**src/rtl/router_pkt_tx_if.sv**
```systemverilog
// Command, payload and packet-side signals of the router packet transmitter.
// The master modport is the driving side; the slave modport is the transmitter.
interface router_pkt_tx_if;
  logic       cmd_valid;
  logic       cmd_ready;
  logic [1:0] cmd_dest;
  logic [3:0] cmd_len;
  logic       err_inject;
  logic       pl_valid;
  logic       pl_ready;
  logic [7:0] pl_data;
  logic       busy;
  logic       pkt_valid;
  logic [7:0] pkt_data;
  logic       tx_active;
  logic       cmd_err;

  modport master (
    output cmd_valid, cmd_dest, cmd_len, err_inject, pl_valid, pl_data, busy,
    input  cmd_ready, pl_ready, pkt_valid, pkt_data, tx_active, cmd_err
  );

  modport slave (
    input  cmd_valid, cmd_dest, cmd_len, err_inject, pl_valid, pl_data, busy,
    output cmd_ready, pl_ready, pkt_valid, pkt_data, tx_active, cmd_err
  );
endinterface

```
**src/rtl/router_pkt_tx.sv**
```systemverilog
// Router packet transmitter: buffers a whole payload, then emits header, data and
// parity as one unbroken pkt_valid burst followed by a forced idle gap.
//
// state  | meaning
// IDLE   | ready for a command
// FILL   | accepting payload bytes into the buffer
// WAIT   | payload complete, holding off while the router is busy
// HDR    | header byte on the wire
// DATA   | payload bytes on the wire
// PAR    | parity byte on the wire
// GAP    | forced idle cycles before the next command
module router_pkt_tx #(
  parameter int MAX_LEN    = 15,
  parameter int GAP_CYCLES = 2
) (
  input logic            clk,
  input logic            resetn,
  router_pkt_tx_if.slave bus
);
  localparam int GW = (GAP_CYCLES > 1) ? $clog2(GAP_CYCLES) : 1;

  typedef enum logic [2:0] {
    S_IDLE, S_FILL, S_WAIT, S_HDR, S_DATA, S_PAR, S_GAP
  } state_t;

  state_t          state, state_d;
  logic [1:0]      dest_q;
  logic [3:0]      len_q;
  logic [3:0]      fill_cnt;
  logic [3:0]      rd_idx, rd_idx_d;
  logic [GW-1:0]   gap_cnt, gap_d;
  logic [7:0]      parity;
  logic [7:0]      mem [MAX_LEN];
  logic            pkt_valid_q, pkt_valid_d;
  logic [7:0]      pkt_data_q, pkt_data_d;
  logic            cmd_err_q;
  logic            cmd_ok, cmd_fire, pl_ready_c, pl_fire;
  logic [7:0]      header;

  assign cmd_ok     = (bus.cmd_dest != 2'd3) && (bus.cmd_len != 4'd0) &&
                      (int'(bus.cmd_len) <= MAX_LEN);
  assign cmd_fire   = bus.cmd_valid && (state == S_IDLE);
  assign pl_ready_c = (state == S_FILL) && (fill_cnt < len_q);
  assign pl_fire    = bus.pl_valid && pl_ready_c;
  assign header     = {2'b00, len_q, dest_q};

  assign bus.cmd_ready = (state == S_IDLE);
  assign bus.pl_ready  = pl_ready_c;
  assign bus.tx_active = (state != S_IDLE);
  assign bus.pkt_valid = pkt_valid_q;
  assign bus.pkt_data  = pkt_data_q;
  assign bus.cmd_err   = cmd_err_q;

  always_ff @(posedge clk or negedge resetn) begin
    if (!resetn) state <= S_IDLE;
    else         state <= state_d;
  end

  always_comb begin
    state_d     = state;
    rd_idx_d    = rd_idx;
    gap_d       = gap_cnt;
    pkt_data_d  = 8'h00;
    case (state)
      S_IDLE: if (cmd_fire && cmd_ok) state_d = S_FILL;
      S_FILL: if (fill_cnt == len_q) state_d = S_WAIT;
      S_WAIT: if (!bus.busy) state_d = S_HDR;
      S_HDR: begin
        state_d  = S_DATA;
        rd_idx_d = 4'd0;
      end
      S_DATA: begin
        if (rd_idx == len_q - 4'd1) state_d = S_PAR;
        else                        rd_idx_d = rd_idx + 4'd1;
      end
      S_PAR: begin
        state_d = S_GAP;
        gap_d   = GW'(GAP_CYCLES - 1);
      end
      S_GAP: begin
        if (gap_cnt == '0) state_d = S_IDLE;
        else               gap_d = gap_cnt - GW'(1);
      end
      default: state_d = S_IDLE;
    endcase
    // Outputs are registered against the next state so the header lands on the
    // same edge that enters HDR.
    pkt_valid_d = (state_d == S_HDR) || (state_d == S_DATA) || (state_d == S_PAR);
    case (state_d)
      S_HDR:   pkt_data_d = header;
      S_DATA:  pkt_data_d = mem[rd_idx_d];
      S_PAR:   pkt_data_d = parity;
      default: pkt_data_d = 8'h00;
    endcase
  end

  always_ff @(posedge clk or negedge resetn) begin
    if (!resetn) begin
      dest_q      <= 2'd0;
      len_q       <= 4'd0;
      fill_cnt    <= 4'd0;
      rd_idx      <= 4'd0;
      gap_cnt     <= '0;
      parity      <= 8'h00;
      pkt_valid_q <= 1'b0;
      pkt_data_q  <= 8'h00;
      cmd_err_q   <= 1'b0;
    end else begin
      rd_idx      <= rd_idx_d;
      gap_cnt     <= gap_d;
      pkt_valid_q <= pkt_valid_d;
      pkt_data_q  <= pkt_data_d;
      cmd_err_q   <= cmd_fire && !cmd_ok;
      if (cmd_fire && cmd_ok) begin
        dest_q   <= bus.cmd_dest;
        len_q    <= bus.cmd_len;
        fill_cnt <= 4'd0;
        // Seeding with the inverted header inverts the final parity.
        parity   <= {2'b00, bus.cmd_len, bus.cmd_dest} ^ {8{bus.err_inject}};
      end else if (pl_fire) begin
        fill_cnt <= fill_cnt + 4'd1;
        parity   <= parity ^ bus.pl_data;
      end
    end
  end

  always_ff @(posedge clk) begin
    if (pl_fire) mem[fill_cnt] <= bus.pl_data;
  end
endmodule

```
**src/flat_wrapper.sv**
```systemverilog
// flat-port wrapper written by rule: the top's interface ports become plain ports
module router_pkt_tx_flat 
#(
  parameter int MAX_LEN    = 15,
  parameter int GAP_CYCLES = 2
)
  (clk, resetn, bus_cmd_valid, bus_cmd_dest, bus_cmd_len, bus_err_inject, bus_pl_valid, bus_pl_data, bus_busy, bus_cmd_ready, bus_pl_ready, bus_pkt_valid, bus_pkt_data, bus_tx_active, bus_cmd_err);
  router_pkt_tx_if bus_i ();
  input logic clk;
  input logic resetn;
  input wire logic [$bits(bus_i.cmd_valid)-1:0] bus_cmd_valid;
  input wire logic [$bits(bus_i.cmd_dest)-1:0] bus_cmd_dest;
  input wire logic [$bits(bus_i.cmd_len)-1:0] bus_cmd_len;
  input wire logic [$bits(bus_i.err_inject)-1:0] bus_err_inject;
  input wire logic [$bits(bus_i.pl_valid)-1:0] bus_pl_valid;
  input wire logic [$bits(bus_i.pl_data)-1:0] bus_pl_data;
  input wire logic [$bits(bus_i.busy)-1:0] bus_busy;
  output wire logic [$bits(bus_i.cmd_ready)-1:0] bus_cmd_ready;
  output wire logic [$bits(bus_i.pl_ready)-1:0] bus_pl_ready;
  output wire logic [$bits(bus_i.pkt_valid)-1:0] bus_pkt_valid;
  output wire logic [$bits(bus_i.pkt_data)-1:0] bus_pkt_data;
  output wire logic [$bits(bus_i.tx_active)-1:0] bus_tx_active;
  output wire logic [$bits(bus_i.cmd_err)-1:0] bus_cmd_err;
  assign bus_i.cmd_valid = bus_cmd_valid;
  assign bus_i.cmd_dest = bus_cmd_dest;
  assign bus_i.cmd_len = bus_cmd_len;
  assign bus_i.err_inject = bus_err_inject;
  assign bus_i.pl_valid = bus_pl_valid;
  assign bus_i.pl_data = bus_pl_data;
  assign bus_i.busy = bus_busy;
  assign bus_cmd_ready = bus_i.cmd_ready;
  assign bus_pl_ready = bus_i.pl_ready;
  assign bus_pkt_valid = bus_i.pkt_valid;
  assign bus_pkt_data = bus_i.pkt_data;
  assign bus_tx_active = bus_i.tx_active;
  assign bus_cmd_err = bus_i.cmd_err;
  router_pkt_tx #(.MAX_LEN(MAX_LEN), .GAP_CYCLES(GAP_CYCLES)) u_core (.clk(clk), .resetn(resetn), .bus(bus_i));
endmodule
```
**config.mk**
```make
export PLATFORM = sky130hd
export DESIGN_NAME = router_pkt_tx_flat
export DESIGN_NICKNAME = d
export VERILOG_FILES = /design/src/rtl/router_pkt_tx_if.sv /design/src/rtl/router_pkt_tx.sv /design/src/flat_wrapper.sv
export SDC_FILE = /design/constraint.sdc
export NUM_CORES = 1
export LEC_CHECK = 0
export ABC_AREA = 1
export CORE_MARGIN = 1.5
export CORE_UTILIZATION = 60
export CTS_BUF_LIST = sky130_fd_sc_hd__clkbuf_16
export CTS_CLUSTER_SIZE = 14
export DETAILED_ROUTE_END_ITERATION = 6
export PLACE_DENSITY = 0.8
export SLEW_MARGIN = 20
export SYNTH_ARGS = -nofsm -noshare
export SYNTH_HDL_FRONTEND = slang
export SYNTH_SLANG_ARGS = --single-unit
```
**constraint.sdc**
```tcl
create_clock -name clk -period 3.1 [get_ports clk]
set_input_delay 0.31 -clock clk [delete_from_list [all_inputs] [get_ports clk]]
set_output_delay 0.31 -clock clk [all_outputs]
set_load 0.02 [all_outputs]
```
Yosys cells after proc, flatten, opt, wreduce, memory -nomap -nowiden

Memories as Yosys holds them, arrays and structs flattened.
Index checks and enable logic that the tools add are counted.

Memory bits (writable): 120
Memories kept: 1
Bits of input ports: 20
Output and inout port bits: 13
Register bits: 36

Muxes and demuxes: 17
Bitwise logic cells: 2
Add/subtract/negate cells: 4
Reductions and logical operators: 14
Equal/unequal tests: 12
$lt $le $gt $ge: 1

Memories:

| memory     | depth | width | read ports | clocked after Yosys merged registers in | wr ports | RTL line            | source |
|---|---|---|---|---|---|---|---|
| u_core.mem | 15    | 8     | 1          | 0                                       | 1        | router_pkt_tx.sv:33 | `logic [7:0] mem [MAX_LEN];` |

Operators with widths:

| kind                | number |
|---|---|
| $pmux 8 s3          | 1 |
| $pmux 3 s7          | 1 |
| $mux 8              | 2 |
| $eq 3x3->1 const B  | 5 |
| $mux 3              | 5 |
| $mux 4              | 3 |
| $eq 3x2->1 const B  | 3 |
| $add 4x1->4 const B | 2 |
| $eq 4x4->1          | 2 |
| $pmux 4 s2          | 1 |
| $xor 6x8->8         | 1 |
| $xor 8x8->8         | 1 |
| $logic_and 1x1->1   | 6 |
| $lt 4x4->1          | 1 |
| $reduce_bool 2->1   | 2 |
| $reduce_bool 4->1   | 1 |
| $sub 4x1->4 const B | 1 |
| $eq 3x1->1 const B  | 1 |
| $logic_not 3->1     | 1 |
| $mux 1              | 3 |
| $reduce_bool 3->1   | 1 |
| $logic_or 1x1->1    | 2 |
| $ne 2x2->1 const B  | 1 |
| $pmux 1 s2          | 1 |
| 2 further kinds     | 2 |

Longest topological paths before layout

Depth after elaboration: 8
Gate-level depth with buffers: 20
Depth with buffers taken out: 19

Worst setup path after synthesis

No wires, ideal clock.

Kind: register to register
From: reg u_core.fill_cnt[1]
To: mem u_core.mem[11][0], enable pin
Path slack: 0.843 ns
Stages on the path, launching flop included: 11
Data required time: 2.730 ns
Setup time: 0.370 ns
Arrival time: 1.887 ns
Buffers on the path: 0
Cells stage by stage: dfrtp_1 > ha_1 > inv_1 > nor2_1 > o21ai_0 > nand3_1 > inv_1 > nand2_1 > clkinv_1 > nand3_1 > nor2_1

Cells in the longest elaborated chain, start to end: 5

Ends and longest elaborated chain:

| element                      | RTL line             | source |
|---|---|---|
| from (decl)                  | router_pkt_tx.sv:29  | `logic [3:0] fill_cnt;` |
| from (signal assigned)       | router_pkt_tx.sv:121 | `fill_cnt <= fill_cnt + 4'd1;` |
| $lt 4x4->1                   | router_pkt_tx.sv:43  | `assign pl_ready_c = (state == S_FILL) && (fill_cnt < len_q);` |
| $logic_and 1x1->1            | router_pkt_tx.sv:43  |  |
| net bus_pl_ready             | flat_wrapper.sv:19   | `output wire logic [$bits(bus_i.pl_ready)-1:0] bus_pl_ready;` |
| $logic_and 1x1->1            | router_pkt_tx.sv:44  | `assign pl_fire = bus.pl_valid && pl_ready_c;` |
| $mux 1                       | router_pkt_tx.sv:128 | `if (pl_fire) mem[fill_cnt] <= bus.pl_data;` |
| $mux 1 (not written as such) | router_pkt_tx.sv:128 |  |
| to (decl)                    | router_pkt_tx.sv:33  |  |

The timed path passes the listed nets, and every way through them passes these cells.

Final worst setup path

From: reg u_core.len_q[0]
To: reg u_core.pkt_data_q[3], in the netlist u_core.bus.pkt_data[3]

Cells in the longest elaborated chain, start to end: 6
Elaborated cells on any way between the ends: 13

Ends and longest elaborated chain:

| element                                  | RTL line             | source |
|---|---|---|
| from (decl)                              | router_pkt_tx.sv:28  | `logic [3:0] len_q;` |
| from (signal assigned)                   | router_pkt_tx.sv:116 | `len_q <= bus.cmd_len;` |
| $sub 4x1->4                              | router_pkt_tx.sv:73  | `if (rd_idx == len_q - 4'd1) state_d = S_PAR;` |
| $eq 4x4->1                               | router_pkt_tx.sv:73  |  |
| $mux 4 or $mux 3 (tied branches)         | router_pkt_tx.sv:73  |  |
| $pmux 4 s2 or $pmux 3 s7 (tied branches) | router_pkt_tx.sv:64  | `case (state)` |
| $mem_v2 15x8 (tied with other cells)     | n/a                  |  |
| $pmux 8 s3 (*)                           | router_pkt_tx.sv:89  | `case (state_d)` |
| net u_core.pkt_data_d[3]                 | router_pkt_tx.sv:35  | `logic [7:0] pkt_data_q, pkt_data_d;` |
| to (signal assigned)                     | router_pkt_tx.sv:112 | `pkt_data_q <= pkt_data_d;` |
| to (decl)                                | router_pkt_tx.sv:35  |  |

The timed path passes the listed nets; every way through them passes the cells marked *.
A chain may end at the register's enable or synchronous reset.

==> metrics.md <==
| Metric | Value |
|---|---|
| Wire per inst | `21.0 um` |
| Register area share after synthesis | `0.638` |
| Worst VDD drop | `0.787 mV` |
| Worst R2R End | `u_core.bus.pkt_data[3]$_DFF_PN0_` |
| LEAKAGE | `3.30 nW` |
| Max_cap viols | `0` |
| Ranking of synthesized cells by area | `edfxtp_1, dfrtp_1, nand3_1, nand2_1, nand4_1` |
| Worst path cell trace | `inv_1 > ha_1 > xor2_1 > nand2_1 > nor2_2 > nand3_2 > nand2_2 > a21oi_2 > inv_2 > nand3_1 > nand3_1 > nand3_1 > nand3_1 > nand2_1` |
| Fillcell total | `793` |
| Post-synth EDFFs | `120` |
| Gr usage total | `0.310` |
| Layout cells sized above 1 | `0.111` |
| Top Ports | `33` |
| Largest net degree at the start of global routing | `58` |
| DRC | `0` |
| Async SR Flop Fraction | `0.231` |
| Starting density of the core | `0.616` |
| Unique masters post-synth | `29` |
| Num CTS Buffers | `17` |
| RSZ-0062 raised after global routing | `no` |
| WP data arrival | `3050 ps` |
| Post-layout minimum cycle time | `2740 ps` |
| CTS tree | `built` |
| Vias in the first global route | `5350` |
| Critical path fanouts, max | `26` |
| Initial antenna violation count | `0` |
| Failing checks | `hold timing` |
| Post-synth top flop | `edfxtp_1` |
| Post-Synthesis Cells | `671` |
| Avg Inst Size Synth | `10.5 um^2` |
| Post-Syn Area | `0.00706 mm^2` |
| Startpoint types | `flop` |
| YS warnings | `0` |
| Rel. slew slack | `0.434` |
| Area of the multi-input gates | `0.00214 mm^2` |
| Maximum level of the CTS H-tree | `4` |
| Maximum clock path buffer count | `2` |
| Hold-fix buffers, CTS | `0` |
| Final critical-path share of the clock period | `0.882` |
| Placed cell areas | `0.00760 mm^2` |
| Antenna Nets Post-Route | `0` |
| CORE AREA | `0.0115 mm^2` |
| Routed vias | `5547` |
| Pwr Density | `962 mW/mm^2` |
| N_diodes | `0` |
| Setup bufs post-CTS | `0` |
| Area growth from synthesis to layout | `15.5%` |
| Pwr Total | `7.85 mW` |
| Final Skew | `10.5 ps` |
| Root Buffer | `clkbuf_16` |
| DP HPWL | `11800 um` |
| Yosys top cell by area | `edfxtp_1` |
| Worst EP required | `3420 ps` |
| Flop2flop setup slack | `360 ps` |
| Final-report hold violation count | `17` |
| Endpoints failing setup | `0` |
| Mapped Nets | `701` |
| Global-route wire length before repair | `29100 um` |
| Nets@finish | `746` |
| Reg2reg path depth | `14` |
| Post-CTS Resized | `0` |
| Clock-pin slew on the worst setup and hold paths | `60 ps` |
| CTS sink count | `156` |
| Fmax | `366 MHz` |
| Clock latency on the worst-skew pair | `430 ps` |
| Buf/Inv on CP | `2` |
| Dpl cells | `840` |
| Crit-path slowest cell | `dfrtp_1` |
| Die height | `112 um` |
| RePlAce Congestion | `0.912` |
| Number of vias per cell | `6.36` |
| Post-Route Utilization | `0.712` |
| I/O Buffers | `32` |
| Largest stage delay on the critical path | `400 ps` |
| CP most frequent cell | `nand3_1` |
| FF+latch area | `0.00450 mm^2` |
| Status | `finished, violations left` |
| Worst Tran Pin Value | `848 ps` |
| Final instance area | `0.00816 mm^2` |
| Post-Route WL | `18300 um` |
| WS Path Type | `flop to flop` |
| Share of Yosys cell area claimed by the top area cell type | `0.510` |
| Row count | `39` |
| Top delay family on crit path | `simple AND/OR/NAND/NOR gates` |
| FF+latch count, synth | `156` |
| Initial DRT Pass Iterations | `6` |
| Die area | `0.0124 mm^2` |
| Hold_ws | `-11.6 ps` |
| Total grt overflow | `0` |
| Layout Cells excl Fill | `872` |
| Setup_tns | `0 ps` |
| Fin. max-slew vios | `0` |
| CP Capture Type | `flop` |
| Starting DRT DRC Count | `729` |
| Reg-to-reg startpoint | `u_core.len_q[0]$_DFFE_PN0P_` |
| Die X | `112 um` |
| HP Class | `primary input to async pin` |
[sequential cells by signal, indices dropped and copies added (netlist names)]
register              cells
u_core.bus.cmd_err        1
u_core.bus.pkt_data       8
u_core.bus.pkt_valid      1
u_core.dest_q             2
u_core.fill_cnt           4
u_core.gap_cnt            1
u_core.len_q              4
u_core.mem              120
u_core.parity             8
u_core.rd_idx             4
u_core.state              3
[worst max-delay path by stage]
stage                                        start                                to  slack [ps]  cells past startpoint
finish                 u_core.len_q[0]$_DFFE_PN0P_  u_core.bus.pkt_data[3]$_DFF_PN0_         360                     14
global route           u_core.len_q[0]$_DFFE_PN0P_  u_core.bus.pkt_data[5]$_DFF_PN0_         110                     14
CTS                    u_core.len_q[0]$_DFFE_PN0P_  u_core.bus.pkt_data[5]$_DFF_PN0_         450                     14
detailed placement     u_core.len_q[0]$_DFFE_PN0P_  u_core.bus.pkt_data[3]$_DFF_PN0_         490                     14
global placement       u_core.len_q[0]$_DFFE_PN0P_  u_core.bus.pkt_data[0]$_DFF_PN0_         510                     16
floorplan           u_core.fill_cnt[1]$_DFFE_PN0P_       u_core.mem[11][0]$_DFFE_PP_         840                     10
[placed cells by master (no fill, tap or decap), drive strengths merged]
cell type      instances
o41ai                  1
nand2                135
a21oi                  8
o211ai                 7
a31oi                  1
buf                   27
inv                   68
clkinvlp               1
bufinv                 2
dfrtp                 36
edfxtp               120
o22ai                  6
clkbuf                17
nand4                 51
nand3                140
clkdlybuf4s50         31
clkinv                 7
or2                   13
nor2                  27
ha                    10
o21ai                 19
xor2                   2
[cells by family after synthesis]
kind of cell             after synthesis  synth area share
AND/OR/NAND/NOR                      366             0.249
XOR/XNOR                               2           0.00248
adder cells (fa/ha/maj)               10            0.0177
AO/OA/AOI/OAI                         42            0.0345
buffers and inverters                 95            0.0590
flip-flops                           156             0.638
[cell type report]
class / count / area share
Inverter: 63 / 0.0290
Tap cell: 143 / 0.0219
Sequential cell: 156 / 0.552
Multi-Input combinational cell: 420 / 0.263
Timing Repair Buffer: 58 / 0.0656
Clock buffer: 17 / 0.0521
Clock inverter: 15 / 0.0167
[per-stage QoR]
| step | setup slack, ps | hold slack, ps |
|---|---|---|
| CTS | 448 | 12.1 |
| global route | 108 | 44.5 |
| finish | 365 | -11.6 |
| detailed placement | 485 | 456 |
| floorplan | 843 | 14.4 |
| global placement | 505 | 454 |
[synthesized netlist by cell type, types with 2 or more instances]
master,instances
nand3_1,135
inv_2,9
xor2_1,2
or2_2,6
nand3_2,4
nand4_1,51
or2_1,7
ha_1,10
o211ai_1,7
nand2_1,132
nor2_1,24
nor2_2,3
a21oi_1,7
dfrtp_1,36
edfxtp_1,120
o21ai_0,18
inv_1,53
nand2_2,3
clkbuf_1,13
buf_4,2
o22ai_1,6
buf_6,5
buf_2,12
[power by group]
group	leakage [nW]	switching, mW	internal (mW)	total [mW]
Sequential	1.54	0.172	2.48	2.65
Combinational	1.47	2.19	1.02	3.21
Clock	0.290	0.821	1.17	1.99
Total	3.30	3.19	4.67	7.85
[per-layer routing]
metal	up-vias	GRT usage	wire length [um]
met1	2667	0.420	7030
li1	2461	-	-
met5	-	0	0
met2	364	0.485	8880
met3	55	0.0773	1810
met4	0	0.132	600
(Power assumes the default switching activity.)
